--- src/rtl/hazard_ctrl_pkg.sv ---
// Shared decode-stage types: register addresses, scoreboard counters, interlock FSM states.
// Imported by hazard_ctrl and its scoreboard.
package types;
  typedef logic [4:0]  regaddr_t;
  typedef logic [31:0] u32_t;
  typedef logic [1:0]  sbcnt_t;

  typedef enum logic [1:0] {
    HZ_RESET,
    HZ_RUN,
    HZ_STALL,
    HZ_FLUSH
  } hz_state_e;

  localparam int HZ_MAX_INFLIGHT = 3;
endpackage

--- src/rtl/hazard_ctrl_scoreboard.sv ---
// Per-register outstanding-write counters (r1..r31); lookups are combinational off the registered counts.
// Increments/decrements land one cycle after the issue/WB edge; a WB to an idle register sets a sticky error.
module scoreboard
  import types::*;
#(
  parameter int MAX_INFLIGHT = HZ_MAX_INFLIGHT
) (
  input  logic     clk,
  input  logic     rst_n,
  input  logic     inc_vld,
  input  regaddr_t inc_addr,
  input  logic     dec_vld,
  input  regaddr_t dec_addr,
  input  regaddr_t ra_addr,
  input  regaddr_t rb_addr,
  input  regaddr_t rd_addr,
  output logic     ra_busy,
  output logic     rb_busy,
  output logic     rd_full,
  output u32_t     busy_mask,
  output logic     sb_error
);

  // Entry 0 is never written after reset, so r0 lookups always read idle.
  sbcnt_t cnt [32];

  always_ff @(posedge clk or negedge rst_n) begin
    if (!rst_n) begin
      for (int i = 0; i < 32; i++) cnt[i] <= '0;
      sb_error <= 1'b0;
    end else begin
      for (int i = 1; i < 32; i++) begin
        if (inc_vld && inc_addr == regaddr_t'(i) && !(dec_vld && dec_addr == regaddr_t'(i)))
          cnt[i] <= cnt[i] + 2'd1;
        else if (dec_vld && dec_addr == regaddr_t'(i) && !(inc_vld && inc_addr == regaddr_t'(i))
                 && cnt[i] != '0)
          cnt[i] <= cnt[i] - 2'd1;
      end
      if (dec_vld && dec_addr != '0 && cnt[dec_addr] == '0)
        sb_error <= 1'b1;
    end
  end

  always_comb begin
    busy_mask = '0;
    for (int i = 1; i < 32; i++) busy_mask[i] = (cnt[i] != '0);
  end

  assign ra_busy = (ra_addr != '0) && (cnt[ra_addr] != '0);
  assign rb_busy = (rb_addr != '0) && (cnt[rb_addr] != '0);
  assign rd_full = (rd_addr != '0) && (cnt[rd_addr] == sbcnt_t'(MAX_INFLIGHT));

endmodule

--- src/rtl/hazard_ctrl.sv ---
// Decode-stage interlock: stalls IF/ID on RAW or full-scoreboard hazards, bubbles ID/EX, flushes after redirects.
// Controls are combinational in the same cycle; a stalled instruction issues the cycle after its last producer's WB.
module hazard_ctrl
  import types::*;
#(
  parameter int MAX_INFLIGHT = HZ_MAX_INFLIGHT
) (
  input  logic     clk,
  input  logic     rst_n,
  input  logic     id_valid,
  input  regaddr_t id_ra_addr,
  input  regaddr_t id_rb_addr,
  input  regaddr_t id_rd_addr,
  input  logic     id_ra_used,
  input  logic     id_rb_used,
  input  logic     id_redirect,
  input  logic     wb_valid,
  input  regaddr_t wb_rd_addr,
  output logic     stall_if,
  output logic     stall_id,
  output logic     insert_bubble,
  output logic     flush_ifid,
  output u32_t     busy_mask,
  output logic     sb_error,
  output u32_t     stall_count
);

  hz_state_e state, state_nxt;
  logic      ra_busy, rb_busy, rd_full;
  logic      hazard, issue;

  scoreboard #(.MAX_INFLIGHT(MAX_INFLIGHT)) u_scoreboard (
    .clk       (clk),
    .rst_n     (rst_n),
    .inc_vld   (issue && id_rd_addr != '0),
    .inc_addr  (id_rd_addr),
    .dec_vld   (wb_valid && wb_rd_addr != '0),
    .dec_addr  (wb_rd_addr),
    .ra_addr   (id_ra_addr),
    .rb_addr   (id_rb_addr),
    .rd_addr   (id_rd_addr),
    .ra_busy   (ra_busy),
    .rb_busy   (rb_busy),
    .rd_full   (rd_full),
    .busy_mask (busy_mask),
    .sb_error  (sb_error)
  );

  assign hazard = id_valid && ((id_ra_used && ra_busy) || (id_rb_used && rb_busy) || rd_full);

  always_ff @(posedge clk or negedge rst_n) begin
    if (!rst_n) state <= HZ_RESET;
    else        state <= state_nxt;
  end

  always_comb begin
    state_nxt     = state;
    stall_if      = 1'b0;
    stall_id      = 1'b0;
    insert_bubble = 1'b0;
    flush_ifid    = 1'b0;
    issue         = 1'b0;
    case (state)
      HZ_RESET: begin
        stall_if      = 1'b1;
        stall_id      = 1'b1;
        insert_bubble = 1'b1;
        state_nxt     = HZ_RUN;
      end
      HZ_RUN, HZ_STALL: begin
        if (hazard) begin
          stall_if      = 1'b1;
          stall_id      = 1'b1;
          insert_bubble = 1'b1;
          state_nxt     = HZ_STALL;
        end else begin
          // A stall that just cleared issues this cycle exactly like RUN.
          issue     = id_valid;
          state_nxt = (id_valid && id_redirect) ? HZ_FLUSH : HZ_RUN;
        end
      end
      HZ_FLUSH: begin
        flush_ifid    = 1'b1;
        insert_bubble = 1'b1;
        state_nxt     = HZ_RUN;
      end
      default: state_nxt = HZ_RESET;
    endcase
  end

  always_ff @(posedge clk or negedge rst_n) begin
    if (!rst_n)
      stall_count <= '0;
    else if (state == HZ_STALL && stall_count != 32'hFFFF_FFFF)
      stall_count <= stall_count + 32'd1;
  end

endmodule

--- config.mk ---
export PLATFORM = sky130hd
export DESIGN_NAME = hazard_ctrl
export DESIGN_NICKNAME = d
export VERILOG_FILES = /design/src/rtl/hazard_ctrl_pkg.sv /design/src/rtl/hazard_ctrl_scoreboard.sv /design/src/rtl/hazard_ctrl.sv
export SDC_FILE = /design/constraint.sdc
export NUM_CORES = 1
export LEC_CHECK = 0
export CORE_MARGIN = 5
export CORE_UTILIZATION = 33
export DETAILED_ROUTE_END_ITERATION = 12
export SLEW_MARGIN = 25
export SYNTH_ARGS = -nofsm -noshare
export SYNTH_HDL_FRONTEND = slang
export SYNTH_SLANG_ARGS = --single-unit
export TNS_END_PERCENT = 50
--- constraint.sdc ---
create_clock -name clk -period 6.5 [get_ports clk]
set_input_delay 1.625 -clock clk [delete_from_list [all_inputs] [get_ports clk]]
set_output_delay 1.625 -clock clk [all_outputs]
set_load 0.005 [all_outputs]
; Yosys cells after proc, flatten, opt, wreduce, memory -nomap -nowiden
; Cells that the tools add are included.
[totals]
word_cells = 558
reg_bits = 97
[classes]
order_cmp = 4
bitwise_logic = 4
mux = 83
eq_ne = 67
n_reduce_logical = 303
addsub = 63
[ops]
columns = op, n
row1 = logical AND 1 bit, 167
row2 = equality test 5 bit (second input constant), 32
row3 = 2-to-1 mux 2 bit, 72
row4 = nonzero test 2 bit, 64
row5 = equality test 5 x 4 -> 1 bit (second input constant), 16
row6 = adder 2 x 1 -> 2 bit (second input constant), 31
row7 = logical NOT 1 bit, 62
row8 = subtractor 2 x 1 -> 2 bit (second input constant), 31
row9 = binary-select mux 2 bit (select 5 bit), 4
row10 = equality test 5 x 3 -> 1 bit (second input constant), 8
row11 = adder 32 x 1 -> 32 bit (second input constant), 1
row12 = inequality test 32 bit (second input constant), 1
row13 = >= comparator 6 bit (second input constant), 4
row14 = NOT 5 -> 6 bit, 4
row15 = equality test 5 x 2 -> 1 bit (second input constant), 4
row16 = nonzero test 5 bit, 4
row17 = equality test 5 x 1 -> 1 bit (second input constant), 2
row18 = equality test 2 bit (second input constant), 3
row19 = logical NOT 2 bit, 2
row20 = 2-to-1 mux 1 bit, 4
row21 = one-hot mux 1 bit (2 select lines), 2
row22 = one-hot mux 2 bit (2 select lines), 1
row23 = OR reduction 2 bit, 2
row24 = equality test 2 x 1 -> 1 bit (second input constant), 1
row25 = logical OR 1 bit, 2

; Logic depth before layout (Yosys ltp)
; Gate-level depths: netlist of run 1.
[logic_depth]
ltp_word = 19
ltp_mapped = 13
depth_no_buf = 10

; Hierarchy
; A second synthesis of run 1 with hierarchy kept.
[hier_totals]
hier_cells = 763
hier_area_um2 = 6860.3
[by_module_without_submodules]
columns = module, cells_each, n_inst, seq_area_each_um2, area_per_inst_um2
row1 = scoreboard, 600, 1, 1576.5, 5157.4
row2 = hazard_ctrl, 163, 1, 850.8, 1702.9

; Worst setup path before layout of run 1
; Ideal clock, no wire load.
[synth_timing]
kind = input port to output port
startpoint = in id_ra_addr[0]
endpoint = out stall_if
n_path_buf = 3
cell_stages = 9
t_arrival_ns = 4.003
t_required_ns = 4.875
slack_ns = 0.872
cell_sequence = clkbuf_1 > mux4_2 > o211a_1 > o311ai_1 > clkbuf_1 > nand4_1 > a21oi_1 > nor2_1 > buf_4
[synth_via]
elab_chain_cells = 12
[synth_lines]
columns = element, line
row1 = start: declaration, hazard_ctrl.sv:11  ; input regaddr_t id_ra_addr,
row2 = NOT 5 -> 6 bit (not written as such), hazard_ctrl_scoreboard.sv:49  ; assign ra_busy = (ra_addr != '0) && (cnt[ra_addr] != '0);
row3 = binary-select mux 2 bit (select 5 bit), hazard_ctrl_scoreboard.sv:49
row4 = 2-to-1 mux 2 bit (not written as such) (2 in series), hazard_ctrl_scoreboard.sv:49
row5 = nonzero test 2 bit, hazard_ctrl_scoreboard.sv:49
row6 = logical AND 1 bit (*), hazard_ctrl_scoreboard.sv:49
row7 = logical AND 1 bit (*), hazard_ctrl.sv:49  ; assign hazard = id_valid && ((id_ra_used && ra_busy) || (id_rb_used && rb_busy) || rd_full);
row8 = logical OR 1 bit (*) (2 in series), hazard_ctrl.sv:49
row9 = logical AND 1 bit (*), hazard_ctrl.sv:49
row10 = 2-to-1 mux 1 bit (*), --
row11 = one-hot mux 1 bit (2 select lines) (*), --
row12 = end: declaration, hazard_ctrl.sv:19  ; output logic stall_if,
; Every way passes the cells marked *; elsewhere a longest branch is shown, timed or not. The select of a mux whose other input is x is not followed.

; Final worst setup path of run 1
[layout_timing]
startpoint = in id_rd_addr[1]
endpoint = out stall_id
[layout_via]
elab_chain_cells = 10
[layout_lines]
columns = element, line
row1 = start: declaration, hazard_ctrl.sv:13  ; input regaddr_t id_rd_addr,
row2 = NOT 5 -> 6 bit (not written as such), hazard_ctrl_scoreboard.sv:51  ; assign rd_full = (rd_addr != '0) && (cnt[rd_addr] == sbcnt_t'(MAX_INFLIGHT));
row3 = binary-select mux 2 bit (select 5 bit), hazard_ctrl_scoreboard.sv:51
row4 = 2-to-1 mux 2 bit (not written as such) (2 in series), hazard_ctrl_scoreboard.sv:51
row5 = equality test 2 bit, hazard_ctrl_scoreboard.sv:51
row6 = logical AND 1 bit (*), hazard_ctrl_scoreboard.sv:51
row7 = logical OR 1 bit (*), hazard_ctrl.sv:49
row8 = logical AND 1 bit (*), hazard_ctrl.sv:49
row9 = 2-to-1 mux 1 bit (*), hazard_ctrl.sv:71  ; if (hazard) begin
row10 = one-hot mux 1 bit (2 select lines) (*), hazard_ctrl.sv:63  ; case (state)
row11 = end: declaration, hazard_ctrl.sv:20  ; output logic stall_id,
; Marks and branches as above.

==> results.md, run 1 <==
* Placer congestion estimate at 0.971
* Max_cap viols at 0
* Detail-routed net length per standard cell at 19.4 µm
* Die boundary width at 160 µm
* Worst-path cell with the longest stage delay: sky130_fd_sc_hd__clkdlybuf4s50_1
* Count of vias placed by the detailed router at slightly above 7000
* Warnings, synthesis at 2
* Actual transition at the worst max-transition pin at 896 ps
* FMAX at between 0.15 and 0.2 GHz
* Largest area contributor in the netlist: sky130_fd_sc_hd__dfrtp_1
* Minimum setup slack among reg-to-reg paths at 2990 ps
* Clk Tree Root Cell: sky130_fd_sc_hd__clkbuf_16
* Vias in the first global route at 6811
* Clock buffers created by TritonCTS at 9
* Run status: finished, final reports clean
* Dominant cells by area after synthesis: sky130_fd_sc_hd__dfrtp_1, sky130_fd_sc_hd__mux4_2, sky130_fd_sc_hd__nand2_1
* Final-layout fill cell count at 2289
* Setup clock skew after layout at 16.7 ps
* Final critical-path share of the clock period at 0.946
* Number of antenna-violating nets in the routed design at 0
* Worst slew margin relative to its limit at 0.398
* Largest fanout of any net on the critical path at 28
* Row Count at 55
* Maximum number of pins on one net before global-route repair at 53
* Static Leakage at 0.00369 µW
* Synth Flop Type: sky130_fd_sc_hd__dfrtp_1
* Flip-flop and latch count after synthesis at 97
* GRT Residual Overflow at 0
* Max Buffers Root-to-Sink at 2
* Endpoints failing setup at 0
* Most used standard cells in the synthesized netlist: sky130_fd_sc_hd__nand2_1, sky130_fd_sc_hd__dfrtp_1, sky130_fd_sc_hd__nor2_1, sky130_fd_sc_hd__inv_1, sky130_fd_sc_hd__o21ai_0
* Area taken by multi-input logic gates at ~4600 µm²
* Startpoint type of the worst setup path: input pin
* Height of the die at 160 µm
* Core Region at between 20000 and 25000 µm²
* Initial antenna violation count at 0
* Required time at the endpoint of the critical path at 4880 ps
* Dominant delay contributor by cell family on the critical path: buffers and inverters
* Peak ir drop on the vdd network at 0.157 mV
* Total GRT Usage at 0.188
* Total negative setup slack at 0 ps
* Total wirelength of the detailed-routed design at 24.5 mm
* Buffers inserted during post-CTS setup optimization at 0
* Footprint of the flip-flops and latches at 2430 µm²
* Initial core utilization at 0.332
* Syn_area_per_cell at 8.34 µm²
* H-tree depth reported by CTS at 3
* Number of input and output port buffers inserted at 94
* Sequential-to-total area share from yosys stat at 0.326
* Power per standard cell area at between 200 and 250 nW/µm²
* Final worst-path setup slack at approximately 350 ps
* Combined buffer and inverter count along the critical path at 3
* Worst Setup Path Type: in2out
* Placed Instances at roughly 1300
* Most frequent cell after synthesis: sky130_fd_sc_hd__nand2_1
* Maximum cell stage delay along the critical path at 510 ps
* Worst slack, placed at 226 ps
* Worst Setup End Kind: primary output
* Finished Core Util at 0.404
* Net switching fraction of the power at 0.391
* Ports at 96
* Number of antenna repair diodes at 0
* Relative contribution of sequential cells to total power at 0.389
* Path category of the worst min-delay check: reg2reg
* Clock share of power at 0.255
* Switching Power at 881 µW
* Number of flops mapped to enable cells by yosys at 0
* Design internal power at 1370 µW
* Post-Place Cell Area at 8740 µm²
* Area of the mapped netlist at 7450 µm²
* Area share of the largest cell type after synthesis at 0.326
* Ordered list of cells on the worst path: clkdlybuf4s50_1, buf_12, mux4_2, a211oi_1, o21ai_0, nand2_1, nand4_1, a21oi_1, nor2_1, clkdlybuf4s50_1
* Critical path arrival at 4520 ps
* RSZ-0062 raised after global routing: no
* CTS clock-pin slew for the worst setup and hold paths at 80 ps
* CTS tree: yes
* First-pass detailed-route iteration total at 5
* CTS sink count at 97
* Proportion of register bits with asynchronous set or reset after synthesis at 1.00
* Die area at approximately 26000 µm²
* Synthesized netlist net count at 925
* Pins Over Slew Limit at 0
* Combinational share of power at 0.356
* Post-Layout Cell Count at 1268
* Remaining design rule violation count at 0
* Worst-skew pair later-pin latency at roughly 370 ps
* Net count of the finished layout at roughly 1000
* Final Hold Violating Endpoints at 0
* Area Overhead vs Synth at 21.5%
* Finished Cell Area at 9060 µm²
* Post-detailed-route via-to-cell ratio at 5.68
* Number of library cell types mapped by synthesis at 77
* First-pass GRT wire length at between 30 and 40 mm
* Final Critical Period at 6150 ps
* Post-Syn Instances at 894
* Detail Placement HPWL at 18.5 mm
* Drt first-iter violations at slightly above 700
* Most used cell along the critical path: sky130_fd_sc_hd__clkdlybuf4s50_1
* Fraction of layout instances using a drive strength above 1 at 0.0987
==> worst register-to-register path, cell delays in order, from the launching register on <==
cell	delay [ps]
sky130_fd_sc_hd__dfrtp_1	430
sky130_fd_sc_hd__nor2_1	410
sky130_fd_sc_hd__inv_1	120
sky130_fd_sc_hd__mux4_2	490
sky130_fd_sc_hd__o211a_1	240
sky130_fd_sc_hd__o311a_1	510
sky130_fd_sc_hd__buf_6	240
sky130_fd_sc_hd__nor3_4	530
sky130_fd_sc_hd__a31oi_1	170
sky130_fd_sc_hd__a211oi_1	270
==> layer usage <==
metal,share of wire,track usage,up-vias,wire (µm)
met1,0.45,0.267,3361,11100
met4,0.029,0.0653,0,713
met5,0,0,-,0
met2,0.42,0.282,376,10400
met3,0.097,0.0431,61,2390
li1,-,-,3398,-
==> layout by cell type (no fill, tap or decap), types with 10 or more instances in the layout <==
cell type,n
sky130_fd_sc_hd__nand2_1,105
sky130_fd_sc_hd__dfrtp_1,97
sky130_fd_sc_hd__clkdlybuf4s50_1,92
sky130_fd_sc_hd__nor2_1,89
sky130_fd_sc_hd__inv_1,54
sky130_fd_sc_hd__o21ai_0,45
sky130_fd_sc_hd__nand3_1,42
sky130_fd_sc_hd__nor3_1,30
sky130_fd_sc_hd__xnor2_1,29
sky130_fd_sc_hd__a21oi_1,28
sky130_fd_sc_hd__and2_1,24
sky130_fd_sc_hd__mux4_2,22
sky130_fd_sc_hd__and3_1,19
sky130_fd_sc_hd__buf_4,19
sky130_fd_sc_hd__nand4_1,17
sky130_fd_sc_hd__a211oi_1,16
sky130_fd_sc_hd__nand2b_1,15
sky130_fd_sc_hd__a31oi_1,14
sky130_fd_sc_hd__nor3b_1,13
sky130_fd_sc_hd__mux2i_1,12
sky130_fd_sc_hd__o21ai_1,11
sky130_fd_sc_hd__nor2b_1,10
==> path summary, 6_finish.rpt <==
kind                                       start                    end  cells past startpoint
hold reg to reg            u_scoreboard.sb_error  u_scoreboard.sb_error                      1
hold / removal             u_scoreboard.sb_error  u_scoreboard.sb_error                      1
min in group asynchronous                  rst_n        stall_count[11]                      1
setup / recovery                   id_rd_addr[1]               stall_id                     10
setup reg to reg            u_scoreboard.cnt[38]   u_scoreboard.cnt[22]                      9
max in group asynchronous                  rst_n    u_scoreboard.cnt[8]                      2
==> cell families after synthesis <==
family          after synthesis  share of synthesized area
mux                          41                     0.0932
flops                        97                      0.326
buf+inv                      99                     0.0562
fa+ha+maj                     4                    0.00672
simple gates                426                      0.307
xor+xnor                     38                     0.0447
other cells                   1                   0.000503
compound gates              188                      0.166
==> stage by stage <==
| step | hold WS, ps | total power (µW) |
|---|---|---|
| after floorplan | 451 | 1290 |
| after global placement | 439 | 1660 |
| after detailed placement | 452 | 1670 |
| after CTS | 471 | 2250 |
| after global routing | 509 | 2380 |
| final | 462 | 2250 |
==> power groups by stage <==
stage,registers [µW],logic [µW],clock network (µW)
floorplan,815,470,0
global placement,880,783,0
detailed placement,877,792,0
CTS,867,797,589
global route,892,877,613
finish,876,801,574
==> flip-flops by register name, indices dropped and copies added, names as in the netlist <==
register and count:
u_scoreboard.cnt 62, stall_count 32, state 2, u_scoreboard.sb_error 1
==> area by class of cell <==
| cell class | count | area share |
|---|---|---|
| multi-input cells | 698 | 0.509 |
| repair buffers | 115 | 0.124 |
| clock inverters | 7 | 0.0104 |
| flip-flops and latches | 97 | 0.268 |
| well taps | 285 | 0.0394 |
| clock buffers | 9 | 0.0249 |
| inverters | 57 | 0.0236 |
==> repair_timing <==
action	in CTS	in global routing
hold buffers	0	0
resized for setup	0	1
endpoints found under the hold margin	0	0
setup endpoints to repair	0	2
(Power assumes the default switching activity.)
==> run 2: changes to the inputs <==
Settings changed: GPL_ROUTABILITY_DRIVEN from default to 0, SYNTH_HIERARCHICAL from default to 1.
==> run 2 against run 1 <==
Compared with the run above:
- cell count fell by 11%
- total power fell by 9.4%
- critical path type unchanged
- largest cell class unchanged
- via count fell by 14%
- critical endpoint unchanged
==> results.md, run 2 <==
* Run status: finished, final reports clean
* Actual transition at the worst max-transition pin at 966 ps (+69.7 ps)
* Largest fanout of any net on the critical path at 5 (-82%)
* Total GRT Usage at 0.175 (-0.0134)
* Critical path arrival at 4680 ps (+160 ps)
* Most common cell after layout, fill and taps aside: sky130_fd_sc_hd__dfrtp_1
* Number of input and output port buffers inserted at 94 (unchanged)
* Die area at 23800 µm² (-7.5%)
* Sequential-to-total area share from yosys stat at 0.354 (+0.0282)
* Number of flops mapped to enable cells by yosys at 0 (unchanged)
* Net count of the finished layout at 881 (-13%)
* Required time at the endpoint of the critical path at 4880 ps (about the same)
* Most frequent cell after synthesis: sky130_fd_sc_hd__dfrtp_1
* Maximum number of pins on one net before global-route repair at 56 (+5.7%)
* Height of the die at 154 µm (-3.8%)
* Number of flip-flops in the largest register at 62 (unchanged)
* Number of library cell types mapped by synthesis at 70 (-9.1%)
* Endpoints failing setup at 0 (unchanged)
* End point of the worst hold path: stall_count[24]
* Number of hold buffers added after CTS at 0 (unchanged)
* GRT Residual Overflow at 0 (unchanged)
* Count of instances resized after the clock tree is built at 0 (unchanged)
* Post-Syn Instances at 763 (-15%)
* Area share of the largest cell type after synthesis at 0.354 (+0.0282)
* Setup clock skew after layout at 9.72 ps (-7.01 ps)
* Top reg by flops: u_scoreboard/cnt
* Static Leakage at 0.00331 µW (-10%)
* Fraction of layout instances using a drive strength above 1 at 0.0971 (-0.00160)
* Depth of the worst hold-timing path at 1 (unchanged)
* Max Buffers Root-to-Sink at 2 (unchanged)
* Ports at 96 (unchanged)
* Synth Flop Type: sky130_fd_sc_hd__dfrtp_1
* Count of vias placed by the detailed router at 6180 (-14%)
* Initial core utilization at 0.337 (+0.00464)
* Die boundary width at 154 µm (-3.8%)
* Final critical-path share of the clock period at 0.970 (+0.0239)
* CTS tree: yes
* Warnings, synthesis at 10 (+8)
* R2r startpoint: u_scoreboard/cnt[30]
* Syn_area_per_cell at 8.99 µm² (+7.8%)
* Max_cap viols at 0 (unchanged)
* Worst slew margin relative to its limit at 0.354 (-0.0439)
* First-pass detailed-route iteration total at 7 (+2)
* Flip-flop and latch count after synthesis at 97 (unchanged)
* Pins Over Slew Limit at 0 (unchanged)
* Finished Cell Area at 8350 µm² (-7.8%)
* Number of antenna repair diodes at 0 (unchanged)
* Most used standard cells in the synthesized netlist: sky130_fd_sc_hd__dfrtp_1, sky130_fd_sc_hd__nor2_1, sky130_fd_sc_hd__nand2_1, sky130_fd_sc_hd__inv_1, sky130_fd_sc_hd__a21oi_1
* Minimum setup slack among reg-to-reg paths at 2390 ps (-600 ps)
* Hold path start: stall_count[24]
* Clk Tree Root Cell: sky130_fd_sc_hd__clkbuf_16
* Post-Place Cell Area at 8040 µm² (-8.0%)
* CTS sink count at 97 (unchanged)
* Row Count at 52 (-5.5%)
* Final Critical Period at 6300 ps (+156 ps)
* Final-layout fill cell count at 2030 (-11%)
* Final Hold Violating Endpoints at 0 (unchanged)
* Area of the mapped netlist at 6860 µm² (-8.0%)
* Worst Setup End Kind: primary output
* Startpoint type of the worst setup path: input pin
* Post-detailed-route via-to-cell ratio at 5.49 (-3.2%)
* Commonest cells after routing, fill and taps aside: sky130_fd_sc_hd__dfrtp_1, sky130_fd_sc_hd__nor2_1, sky130_fd_sc_hd__clkdlybuf4s50_1
* Power per standard cell area at 244 nW/µm² (-1.7%)
* RSZ-0062 raised after global routing: no
* Vias in the first global route at 5897 (-13%)
* Clock buffers created by TritonCTS at 9 (unchanged)
* Largest area contributor in the netlist: sky130_fd_sc_hd__dfrtp_1
* Endpoint of the worst-slack reg-to-reg timing path: u_scoreboard/cnt[53]
* Proportion of register bits with asynchronous set or reset after synthesis at 1.00 (unchanged)
* Dominant cells by area after synthesis: sky130_fd_sc_hd__dfrtp_1, sky130_fd_sc_hd__mux4_2, sky130_fd_sc_hd__nor2_1
* Synthesized netlist net count at 794 (-14%)
* Area taken by multi-input logic gates at 4060 µm² (-12%)
* Detail-routed net length per standard cell at 18.5 µm (-4.2%)
* Peak ir drop on the vdd network at 0.128 mV (-18%)
* Total wirelength of the detailed-routed design at 20.9 mm (-15%)
* Core Region at 20400 µm² (-9.2%)
* CTS clock-pin slew for the worst setup and hold paths at 80 ps (about the same)
* Area Overhead vs Synth at 21.7%
* Largest registers in the final layout: u_scoreboard/cnt (62), stall_count (32), state (2)
* Drt first-iter violations at 483 (-32%)
* Number of antenna-violating nets in the routed design at 0 (unchanged)
* Number of cells traversed by the worst register-to-register path at 13 (+4)
* First-pass GRT wire length at 32.9 mm (-15%)
* Detail Placement HPWL at 15.7 mm (-15%)
* Initial antenna violation count at 1 (+1)
* Buffers inserted during post-CTS setup optimization at 0 (unchanged)
* Footprint of the flip-flops and latches at 2430 µm² (unchanged)
* Total negative setup slack at 0 ps (unchanged)
* FMAX at 0.159 GHz (-2.5%)
* Remaining design rule violation count at 0 (unchanged)
* Worst Setup Path Type: in2out
* Worst-skew pair later-pin latency at 360 ps (about the same)
* Path category of the worst min-delay check: reg2reg
* H-tree depth reported by CTS at 3 (unchanged)
[run 2: changes by cell type in the layout (fill, tap and decap cells not counted), sizes merged, moves of 14 or more]
cell and change:
a21oi +18, and2 -21, nand2 -45, nand3 -21
nor2 +19, nor4 -14, o21ai -23, xor2 +18
[run 2: cell type report]
class / count / share of cell area
sequential: 97 / 0.291
clock inverter: 7 / 0.00974
inverter: 59 / 0.0265
timing repair buffer: 102 / 0.120
clock buffer: 9 / 0.0270
tap: 270 / 0.0405
multi-input combinational: 581 / 0.486
[run 2: power by group]
group          internal [µW]  total (µW)  switching (µW)
logic                    338         687             349
clock network            275         556             281
registers                678         796             118
total                   1290        2040             748
[run 2: worst max path at each step]
stage | startpoint | to | slack, ps | depth (start not counted)
floorplan | id_ra_addr[1] | stall_if | 1260 | 8
global placement | id_rb_addr[2] | stall_if | 180 | 9
detailed placement | id_rb_addr[2] | stall_id | 90 | 9
CTS | id_rb_addr[2] | stall_id | 80 | 9
global route | id_ra_addr[1] | stall_id | 50 | 8
finish | id_ra_addr[1] | stall_id | 200 | 8
[run 2: routing by layer]
layer | vias to the layer above | wire length, µm | part of all wire | track usage
met2 | 235 | 9630 | 0.46 | 0.274
met4 | 2 | 454 | 0.022 | 0.0492
li1 | 2933 | - | - | -
met3 | 34 | 1450 | 0.070 | 0.0436
met1 | 2976 | 9300 | 0.45 | 0.240
met5 | - | 16 | 0.00077 | 0
[run 2: critical path, cell delays in order]
cell	delay [ps]
sky130_fd_sc_hd__clkdlybuf4s50_1	680
sky130_fd_sc_hd__mux4_2	560
sky130_fd_sc_hd__mux4_2	480
sky130_fd_sc_hd__a21oi_1	160
sky130_fd_sc_hd__a221o_1	290
sky130_fd_sc_hd__nand3_1	140
sky130_fd_sc_hd__a21oi_1	210
sky130_fd_sc_hd__clkdlybuf4s50_1	530
[run 2: stage by stage]
step	instances	power, µW	util	hold WS [ps]	setup slack [ps]
6_report	1125	2040	0.410	496	196
4_1_cts	1125	2060	0.410	499	82.4
2_1_floorplan	763	1140	-	474	1260
3_3_place_gp	1109	1490	0.395	482	185
5_1_grt	1125	2150	0.410	509	50.9
3_5_place_dp	1109	1490	0.395	487	92.4
[run 2: cells by family (layout without fill, tap and decap cells)]
group / count (synthesis) / after routing / synth area share
AND/OR/NAND/NOR: 303 / 303 / 0.222
AO/OA/AOI/OAI: 178 / 178 / 0.181
flip-flops: 97 / 97 / 0.354
buffers and inverters: 85 / 177 / 0.0549
multiplexers: 51 / 51 / 0.124
XOR/XNOR: 44 / 44 / 0.0562
adder cells (fa/ha/maj): 4 / 4 / 0.00730
other: 1 / 1 / 0.000547
